`config.mk`:
```
export PLATFORM = sky130hd
export DESIGN_NAME = encoder_rr_arbiter
export DESIGN_NICKNAME = d
export VERILOG_FILES = /design/src/rtl/encoder_rr_arbiter.sv
export SDC_FILE = /design/constraint.sdc
export NUM_CORES = 1
export LEC_CHECK = 0
export ABC_AREA = 1
export CAP_MARGIN = 10
export CORE_MARGIN = 4
export CORE_UTILIZATION = 58
export CTS_CLUSTER_SIZE = 28
export DETAILED_ROUTE_END_ITERATION = 10
export GPL_ROUTABILITY_DRIVEN = 0
export GPL_TIMING_DRIVEN = 1
export MAX_ROUTING_LAYER = met4
export PLACE_DENSITY = 0.81
export SLEW_MARGIN = 0
export SYNTH_ARGS = -nofsm -noshare
export SYNTH_HDL_FRONTEND = slang
export SYNTH_SLANG_ARGS = --single-unit
```
`constraint.sdc`:
```
create_clock -name clk -period 4.65 [get_ports clk]
set_input_delay 0.465 -clock clk [delete_from_list [all_inputs] [get_ports clk]]
set_output_delay 0.465 -clock clk [all_outputs]
set_load 0.02 [all_outputs]
```
`src/rtl/encoder_rr_arbiter.sv`:
```
// Round-robin arbiter for four requesters sharing the priority-encoder datapath.
// Each grant lasts at most MAX_HOLD cycles, and one dead cycle follows every release.
// Ports:
//   clk        rising-edge clock
//   rst_n      asynchronous active-low reset
//   en         arbiter enable; low blocks new grants and revokes the current one
//   req[3:0]   request vector, one bit per requester
//   gnt[3:0]   registered one-hot grant (0000 when idle)
//   gnt_id     registered encoded index of the granted requester
//   gnt_valid  registered, high while a grant is held (== |gnt)
//   timeout    registered one-cycle pulse in the dead cycle after a MAX_HOLD release
module encoder_rr_arbiter #(
  parameter int unsigned MAX_HOLD = 8
) (
  input  logic       clk,
  input  logic       rst_n,
  input  logic       en,
  input  logic [3:0] req,
  output logic [3:0] gnt,
  output logic [1:0] gnt_id,
  output logic       gnt_valid,
  output logic       timeout
);

  localparam int unsigned HOLD_W = 8;
  localparam logic [HOLD_W-1:0] HOLD_LAST = HOLD_W'(MAX_HOLD - 1);

  typedef enum logic {IDLE, BUSY} state_t;

  state_t            state, state_nx;
  logic [HOLD_W-1:0] hold_cnt, hold_nx;
  logic [1:0]        last_id, last_nx;
  logic [3:0]        gnt_nx;
  logic [1:0]        id_nx;
  logic              valid_nx;
  logic              timeout_nx;
  logic [1:0]        winner;

  // First set request bit searching last+1, last+2, last+3, last+4 (mod 4).
  function automatic logic [1:0] pick(input logic [1:0] last, input logic [3:0] r);
    logic [1:0] w;
    logic [1:0] idx;
    logic       found;
    w     = last;
    found = 1'b0;
    for (int k = 1; k <= 4; k++) begin
      idx = last + 2'(k);
      if (!found && r[idx]) begin
        w     = idx;
        found = 1'b1;
      end
    end
    return w;
  endfunction

  // State and output registers.
  always_ff @(posedge clk or negedge rst_n) begin
    if (!rst_n) begin
      state     <= IDLE;
      hold_cnt  <= '0;
      last_id   <= 2'd3;
      gnt       <= 4'b0000;
      gnt_id    <= 2'd0;
      gnt_valid <= 1'b0;
      timeout   <= 1'b0;
    end else begin
      state     <= state_nx;
      hold_cnt  <= hold_nx;
      last_id   <= last_nx;
      gnt       <= gnt_nx;
      gnt_id    <= id_nx;
      gnt_valid <= valid_nx;
      timeout   <= timeout_nx;
    end
  end

  // Next-state and next-output logic.
  always_comb begin
    state_nx   = state;
    hold_nx    = hold_cnt;
    last_nx    = last_id;
    gnt_nx     = gnt;
    id_nx      = gnt_id;
    valid_nx   = gnt_valid;
    timeout_nx = 1'b0;
    winner     = pick(last_id, req);

    case (state)
      IDLE: begin
        if (en && (req != 4'b0000)) begin
          state_nx = BUSY;
          gnt_nx   = 4'b0001 << winner;
          id_nx    = winner;
          valid_nx = 1'b1;
          hold_nx  = '0;
        end
      end
      BUSY: begin
        // Enable loss and request drop win over the hold limit, so no pulse then.
        if (!en || !req[gnt_id] || (hold_cnt == HOLD_LAST)) begin
          state_nx   = IDLE;
          gnt_nx     = 4'b0000;
          valid_nx   = 1'b0;
          last_nx    = gnt_id;
          hold_nx    = '0;
          timeout_nx = en && req[gnt_id];
        end else begin
          hold_nx = hold_cnt + HOLD_W'(1);
        end
      end
      default: begin
        state_nx = IDLE;
        gnt_nx   = 4'b0000;
        valid_nx = 1'b0;
        hold_nx  = '0;
      end
    endcase
  end

endmodule

```
Word level (Yosys, flattened, before mapping)
Index checks and enable logic that the tools add are counted.
{"block": "word_totals", "reg_bits": 19, "latchBits": 0, "ram_bits": 0, "rom_bits": 0, "inputBits": 7, "output_inout_bits": 8, "word_cells": 68, "n_memories": 0}
{"block": "op_classes", "n_addsub": 4, "multipliers": 0, "n_div": 0, "magnitude_cmp": 5, "n_eq_ne": 3, "n_shift": 1, "muxes": 31, "bitwise": 1, "n_reduce_logical": 16}
{"op": "8-bit 2-to-1 mux", "n": 2}
{"op": "8-bit one-hot mux with 2 select lines", "n": 1}
{"op": "2-bit by 3-bit < comparator with 1-bit output, second input constant", "n": 5}
{"op": "1-bit 2-to-1 mux", "n": 14}
{"op": "1-bit binary-select mux with 2-bit select", "n": 5}
{"op": "8-bit by 1-bit adder with 8-bit output, second input constant", "n": 1}
{"op": "8-bit by 3-bit equality test with 1-bit output, second input constant", "n": 1}
{"op": "2-bit 2-to-1 mux", "n": 4}
{"op": "4-bit 2-to-1 mux", "n": 2}
{"op": "4-bit one-hot mux with 2 select lines", "n": 1}
{"op": "2-bit AND reduction", "n": 3}
{"op": "1-bit logical AND", "n": 5}
{"op": "1-bit logical NOT", "n": 5}
{"op": "2-bit adder, second input constant", "n": 2}
{"op": "1-bit one-hot mux with 2 select lines", "n": 2}
{"op": "4-bit nonzero test", "n": 1}
{"op": "1-bit by 2-bit left shift with 4-bit output, first input constant", "n": 1}
{"op": "2-bit by 1-bit adder with 2-bit output, second input constant", "n": 1}
{"op": "1-bit logical OR", "n": 2}
{"op": "2-bit by 1-bit != test with 1-bit output, second input constant", "n": 1}
{"op": "2-bit != test, second input constant", "n": 1}
{"op": "1-bit NOT", "n": 1}

Depth between registers and ports, before layout
Gate-level depths: netlist of run 1.
{"block": "logic_depth", "depth_word": 16, "mapped_depth": 13, "depth_no_buf": 12}

Worst setup path before layout of run 1
No wires, ideal clock.
{"block": "synth_path", "path_kind": "register to register", "start": "register last_id[0]", "end": "register gnt[3]", "setup_ns": 0.117, "arrival_ns": 1.358, "path_slack_ns": 3.175, "stages_incl_launch_ff": 13, "path_buffers": 1, "cell_sequence": "dfstp_2 -> buf_6 -> inv_8 -> nand2_1 -> nand2_2 -> nand2_4 -> nand2_4 -> nor2_1 -> nand3_1 -> nand2_2 -> nor2_2 -> nand2_1 -> nand2_1"}
{"block": "synth_via", "elab_chain_len": 16}
{"element": "start: declaration", "line_no": "32", "text": "logic [1:0] last_id, last_nx;"}
{"element": "start signal: assignment", "line_no": "69", "text": "last_id <= last_nx;"}
{"element": "2-bit by 1-bit adder with 2-bit output", "line_no": "47", "text": "idx = last + 2'(k);"}
{"element": "1-bit binary-select mux with 2-bit select", "line_no": "48", "text": "if (!found && r[idx]) begin"}
{"element": "1-bit 2-to-1 mux (not written as such)", "line_no": "48"}
{"element": "1-bit 2-to-1 mux", "line_no": "48"}
{"element": "1-bit logical NOT", "line_no": "48"}
{"element": "1-bit logical AND", "line_no": "48"}
{"element": "1-bit 2-to-1 mux", "line_no": "48"}
{"element": "1-bit logical NOT", "line_no": "48"}
{"element": "1-bit logical AND", "line_no": "48"}
{"element": "1-bit 2-to-1 mux", "line_no": "48"}
{"element": "1-bit logical NOT", "line_no": "48"}
{"element": "1-bit logical AND", "line_no": "48"}
{"element": "2-bit 2-to-1 mux (*)", "line_no": "48"}
{"element": "1-bit by 2-bit left shift with 4-bit output (*)", "line_no": "92", "text": "gnt_nx = 4'b0001 << winner;"}
{"element": "4-bit 2-to-1 mux (*)", "line_no": "90", "text": "if (en && (req != 4'b0000)) begin"}
{"element": "4-bit one-hot mux with 2 select lines (*)", "line_no": "88", "text": "case (state)"}
{"element": "end signal: assignment", "line_no": "70", "text": "gnt <= gnt_nx;"}
{"element": "end: declaration", "line_no": "19", "text": "output logic [3:0] gnt,"}
Every way passes the cells marked *; elsewhere a longest branch is shown, timed or not. The select of a mux whose other input is x is not followed.
A chain may end at the register's enable or synchronous reset.

Worst setup path after layout of run 1
{"block": "layout_path", "start": "register gnt_id[0]", "end": "output port gnt_id[0]"}
{"element": "start: declaration", "line_no": "20", "text": "output logic [1:0] gnt_id,"}
{"element": "start signal: assignment", "line_no": "71", "text": "gnt_id <= id_nx;"}
No word-level cell between the ends.

==> metrics.txt, run 1 <==
status finished clean; Final min period 1870 ps; drt first pass iters 4; Max Clk Rate 536 MHz; initial DRC count 27; Yosys reg bits 19; Post-Synth Adder-Cell Area 1.04%; initial antenna violation count 0; M2 GR Usage 32.2%; Hold Path End gnt[0]; global-route met1 utilization 27.6%; Power, Total 0.843 mW; RR Startpoint last_id[0]; total gr overflow 0; Int Power 0.426 mW; peak supply drop 0.434 mV; CTS tree built; endpoint type of the worst setup path output port; sw frac 49.4%; Final Hold Fails 0; sequential-to-total area share from yosys stat 39.8%; Hold Crit Start gnt[0]; max-cap violation count 0; Design Area, Final between 1000 and 1500 sq um; gr busiest metal met2; multiplexer area fraction after synthesis 0%; hold_buf cts 0; most common cell in the synthesized netlist nand2_1; final core area utilization 70.9%; Routed Wire Length ~2400 um; Hold Path Cell Cnt 2; Worst Path Buf+Inv 1; vias post-DR 1,063; combinational fraction of design power ~60%; die width 53.5 um; HPWL after detailed placement around 1800 um; placement-stage cell area 1360 sq um; Synth Area in Compound Gates approximately 8.2%; Power Density 606 nW/um^2; max incr delay on CP 650 ps; share of the synthesized area in the top cell type 35.4%; clk slew on worst S/H paths 100 ps; DRC 0; reg2reg path depth 11; max-slew violations 0; Layout area overhead 15.7%; Setup Slack @ Placement 2590 ps; Clock Skew 14.3 ps; layout cell share with drive strength beyond 1 14.9%; Main synth FF type dfrtp_1; setup ws final 2780 ps; Psw between 0.4 and 0.5 mW; simple-gate share of the synthesized area 39.0%; via density per instance 5.26; Post-Synthesis Cell Area about 1200 sq um; Post-synth EDFFs 0; area of the core a little under 2000 sq um; Crit path max-delay family buffers and inverters; Flop pwr share 31.1%; count of unique library cells instantiated by Yosys 28; Synth Warn # 0; worst-path fanout max 7; IO buf count 14; fin nets 184; fin crit share 40.1%; reg2reg end gnt[3]; Worst EP required 4180 ps; worst-skew pair later-pin latency about 290 ps; Hold Path Class flop to flop; Initial Util approximately 61%; Resized cells post-CTS 0; Yosys top cell by area dfrtp_1; crit path DAT 1400 ps; setup bufs post-CTS 0; CP max stage cell clkdlybuf4s50_1; GR Util met3 around 2.8%; Die ar. roughly 2900 sq um; Clock Path Buffers 2; asr flop ratio synth between 90% and 100%; average wire per standard cell approximately 12 um; CP Launch Type flop; Rows 16; most instantiated cells after synthesis nand2_1, nand3_1, dfrtp_1; RSZ-0062 raised after global routing no; FF-to-FF setup slack approximately 3000 ps; H-tree depth 1; chip height 53.5 um; total CTS buffers 3; Area contributors post-synth dfrtp_1, nand2_1, nand3_1; Post-Syn Area per Cell 7.60 sq um; total clock sinks 19; Slew headroom 44.5%; CP cell instances clkdlybuf4s50_1; TNS Setup 0 ps; Static Leak around 0.70 nW; final setup fails 0; Antenna diodes 0; main combinational cell family by area after synthesis simple AND/OR/NAND/NOR gates; largest net degree at the start of global routing 20; vias in the first global route 953; IO Pins 15; Mapped Cells 158; critical path type flop to output port; first-pass GRT wire length 4180 um; Mapped Nets between 150 and 200; Clock Tree Root clkbuf_4; Antenna Nets Post-Route 0; Clk pwr share 9.7%; total track usage roughly a fifth; xor-xnor portion of the synthesized cell area 4.38%; worst-margin pin slew 830 ps
[metal layers]
| layer | routed length [um] | up-vias |
|---|---|---|
| li1 | - | 545 |
| met1 | 1220 | 490 |
| met2 | 1060 | 26 |
| met3 | 83 | 2 |
| met4 | 16 | 0 |
| met5 | 0 | - |
[cells by family after synthesis]
group           count (synthesis)
simple gates                  100
flops                          19
compound gates                 16
buf+inv                        16
xor+xnor                        6
fa+ha+maj                       1
[sequential cells by signal (all words and copies together) (netlist names)]
| name | cells |
|---|---|
| hold_cnt | 8 |
| state | 1 |
| gnt_valid | 1 |
| gnt | 4 |
| timeout | 1 |
| last_id | 2 |
| gnt_id | 2 |
[worst reg2reg max path: stages (launching register included)]
cell	delay, ps
dfstp_2	690
inv_8	70
nand2_1	80
nand2_2	90
nand2_4	90
nand2_4	70
o21ai_2	140
nand2_1	70
nand2_1	60
nand2_1	90
nand2_1	80
nand2_1	50
[through the flow]
step | instances | hold WS [ps]
floorplan | 158 | 169
global placement | 198 | 479
detailed placement | 198 | 492
CTS | 202 | 525
global route | 202 | 576
finish | 202 | 521
[power groups by stage]
| stage | Sequential [mW] | Clock (mW) | Combinational (mW) |
|---|---|---|---|
| 6_report | 0.262 | 0.0817 | 0.499 |
| 2_1_floorplan | 0.268 | 0 | 0.376 |
| 5_1_grt | 0.268 | 0.0912 | 0.559 |
| 3_5_place_dp | 0.264 | 0 | 0.497 |
| 4_1_cts | 0.262 | 0.0843 | 0.499 |
| 3_3_place_gp | 0.262 | 0 | 0.489 |
[cell type report]
cell class                 instances  area, sq um
fill                             167          572
tap                               27         33.8
inverter                          15         80.1
clock buffer                       4         26.3
sequential                        19          478
multi-input combinational        123          632
timing repair buffer              14          140
[cells in the final DEF, fill, tap and decap left out, drive strengths merged, types with 2 or more instances in the layout]
master and count:
nor2 8, a21oi 3, clkdlybuf4s50 14, o21ai 6, nor3 5, inv 14, o22ai 4, clkbuf 4
nand3 19, dfstp 2, dfrtp 17, xor2 5, nand2 67
[how the worst max path moves through the flow]
stage	from	end	slack, ps	depth (start not counted)
3_5_place_dp	req[3]	gnt[2]	2590	8
4_1_cts	gnt_id[0]	gnt_id[0]	2770	1
2_1_floorplan	last_id[0]	gnt[3]	3180	12
6_report	gnt_id[0]	gnt_id[0]	2780	1
3_3_place_gp	req[0]	gnt[1]	2620	8
5_1_grt	gnt_id[0]	gnt_id[0]	2710	1
Power figures use the tool's default switching activity.
==> run 2: changes to the inputs <==
Settings changed: CORE_UTILIZATION 58 to 54, PLACE_DENSITY 0.81 to 0.76.
Clock period 4.65 ns to 1.8 ns, I/O delays scaled along.
==> run 2 against run 1 <==
Hold slack worse by 360 ps. Register-to-register slack worse by 2800 ps. Combinational power rose to 2.7 times the previous value.
==> metrics.txt, run 2 (same netlist as run 1, synthesis figures left out) <==
Power Density 1580 nW/um^2; CP Launch Type flop; Max Clk Rate roughly 600 MHz; crit path DAT approximately 1900 ps; Antenna diodes 0; final setup fails 0; CTS tree built; drt first pass iters 5; initial DRC count 28; first-pass GRT wire length 4550 um; Layout area overhead 17.9%; reg2reg end gnt[3]; Hold Path Class input pin to async pin; commonest cells after routing, fill and taps aside nand2_1, nand3_1, dfrtp_1; peak supply drop 1.30 mV; endpoint type of the worst setup path flop; HPWL after detailed placement between 2000 and 2500 um; Static Leak roughly 0.71 nW; area of the core 2040 sq um; Slew headroom 72.7%; Crit path max-delay family simple AND/OR/NAND/NOR gates; Clock Path Buffers 2; chip height 55.2 um; IO Pins 15; Antenna Nets Post-Route 0; Die ar. about 3000 sq um; most common cell after layout, fill and taps aside nand2_1; dpl cells 200; fin nets 187; Final Hold Fails 0; Routed Wire Length 2680 um; RR Startpoint last_id[0]; Clock Tree Root clkbuf_4; initial antenna violation count 0; worst-margin pin slew 409 ps; max-slew violations 0; Largest regs hold_cnt: 8 flops, gnt: 4 flops; Setup Slack @ Placement 36.4 ps; vias post-DR about 1,100; Resized cells post-CTS 0; clk slew on worst S/H paths 110 ps; Worst Path Buf+Inv 1; DRC 0; max-cap violation count 0; Layout Cells excl Fill 205; Worst EP required 2010 ps; cell mode on critical path nand2_1; average wire per standard cell ~13 um; critical path launch point last_id[0]; critical path type flop to flop; Final min period 1660 ps; max incr delay on CP 680 ps; total track usage 21.5%; FF-to-FF setup slack about 140 ps; worst-skew pair later-pin latency 300 ps; total clock sinks 19; setup ws final 139 ps; layout cell share with drive strength beyond 1 16.9%; via density per instance 5.51; vias in the first global route 1,050; worst-path fanout max 8; largest net degree at the start of global routing 13; reg2reg path depth 11; Clock Skew between 6 and 7 ps; status finished clean; Power, Total 2.24 mW; CP cell instances nand2_1 -> nand2_2 -> nand2_4 -> nand2_4 -> inv_4 -> nand3_1 -> nand2_1 -> nand2_1 -> nand2_1 -> nand2_1 -> nand2_1; total CTS buffers 3; die width roughly 55 um; total gr overflow 0; CP max stage cell dfstp_2; max reg flops 8; Rows 16; Biggest register hold_cnt; FILL cells ~180; IO buf count 14; H-tree depth 1; Initial Util between 50% and 60%; fin crit share 92.3%
-- run 2: changes by cell type in the layout (fill, tap and decap cells not counted) --
cell	previous run	this run
clkinvlp_4	0	1
buf_4	0	3
clkbuf_1	1	0
-- run 2: how the worst max path moves through the flow --
stage	to	slack [ps]	depth (start not counted)
after global placement	gnt[3]	120	8
after floorplan	gnt[3]	330	12
after global routing	gnt[1]	-3	11
final	gnt[3]	140	11
after detailed placement	gnt[1]	40	8
after CTS	gnt[3]	120	11
-- run 2: cell type report --
type                    count  area, sq um  share of cell area [%]
multi-input cells         123          632                    44.6
flip-flops and latches     19          478                    33.7
well taps                  27         33.8                    2.39
clock inverters             1         7.51                   0.530
inverters                  15         80.1                    5.65
repair buffers             17          163                    11.5
clock buffers               3         22.5                    1.59
-- run 2: metal layers --
layer  track usage [%]  share of wire, %
met4              4.05              0.15
met1              28.6                47
met5                 -                 0
met3              6.70               6.6
met2              32.5                46
-- run 2: repair_timing --
item / in CTS / in global routing
endpoints found under the setup margin: 0 / 2
hold buffers: 0 / 0
setup buffers: 0 / 1
-- run 2: report_power, final --
part           total, mW  internal (mW)  switching (mW)
Clock              0.218         0.0847           0.133
Sequential         0.674          0.545           0.129
Combinational       1.35          0.489           0.863
Total               2.24           1.12            1.13
-- run 2: metrics by stage --
stage | area [sq um] | util [%] | hold WS [ps] | TNS [ps]
floorplan | 1200 | - | -116 | 0
global placement | 1380 | 67.5 | 491 | 0
detailed placement | 1380 | 67.5 | 493 | 0
CTS | 1410 | 69.0 | 160 | 0
global route | 1420 | 69.4 | 178 | -2.52
finish | 1420 | 69.4 | 161 | 0
==> run 3: changes to the inputs <==
Settings changed: CAP_MARGIN 10 to default.
==> results of run 3 <==
Same layout as run 2: the final DEF is identical, and so are final timing and power.
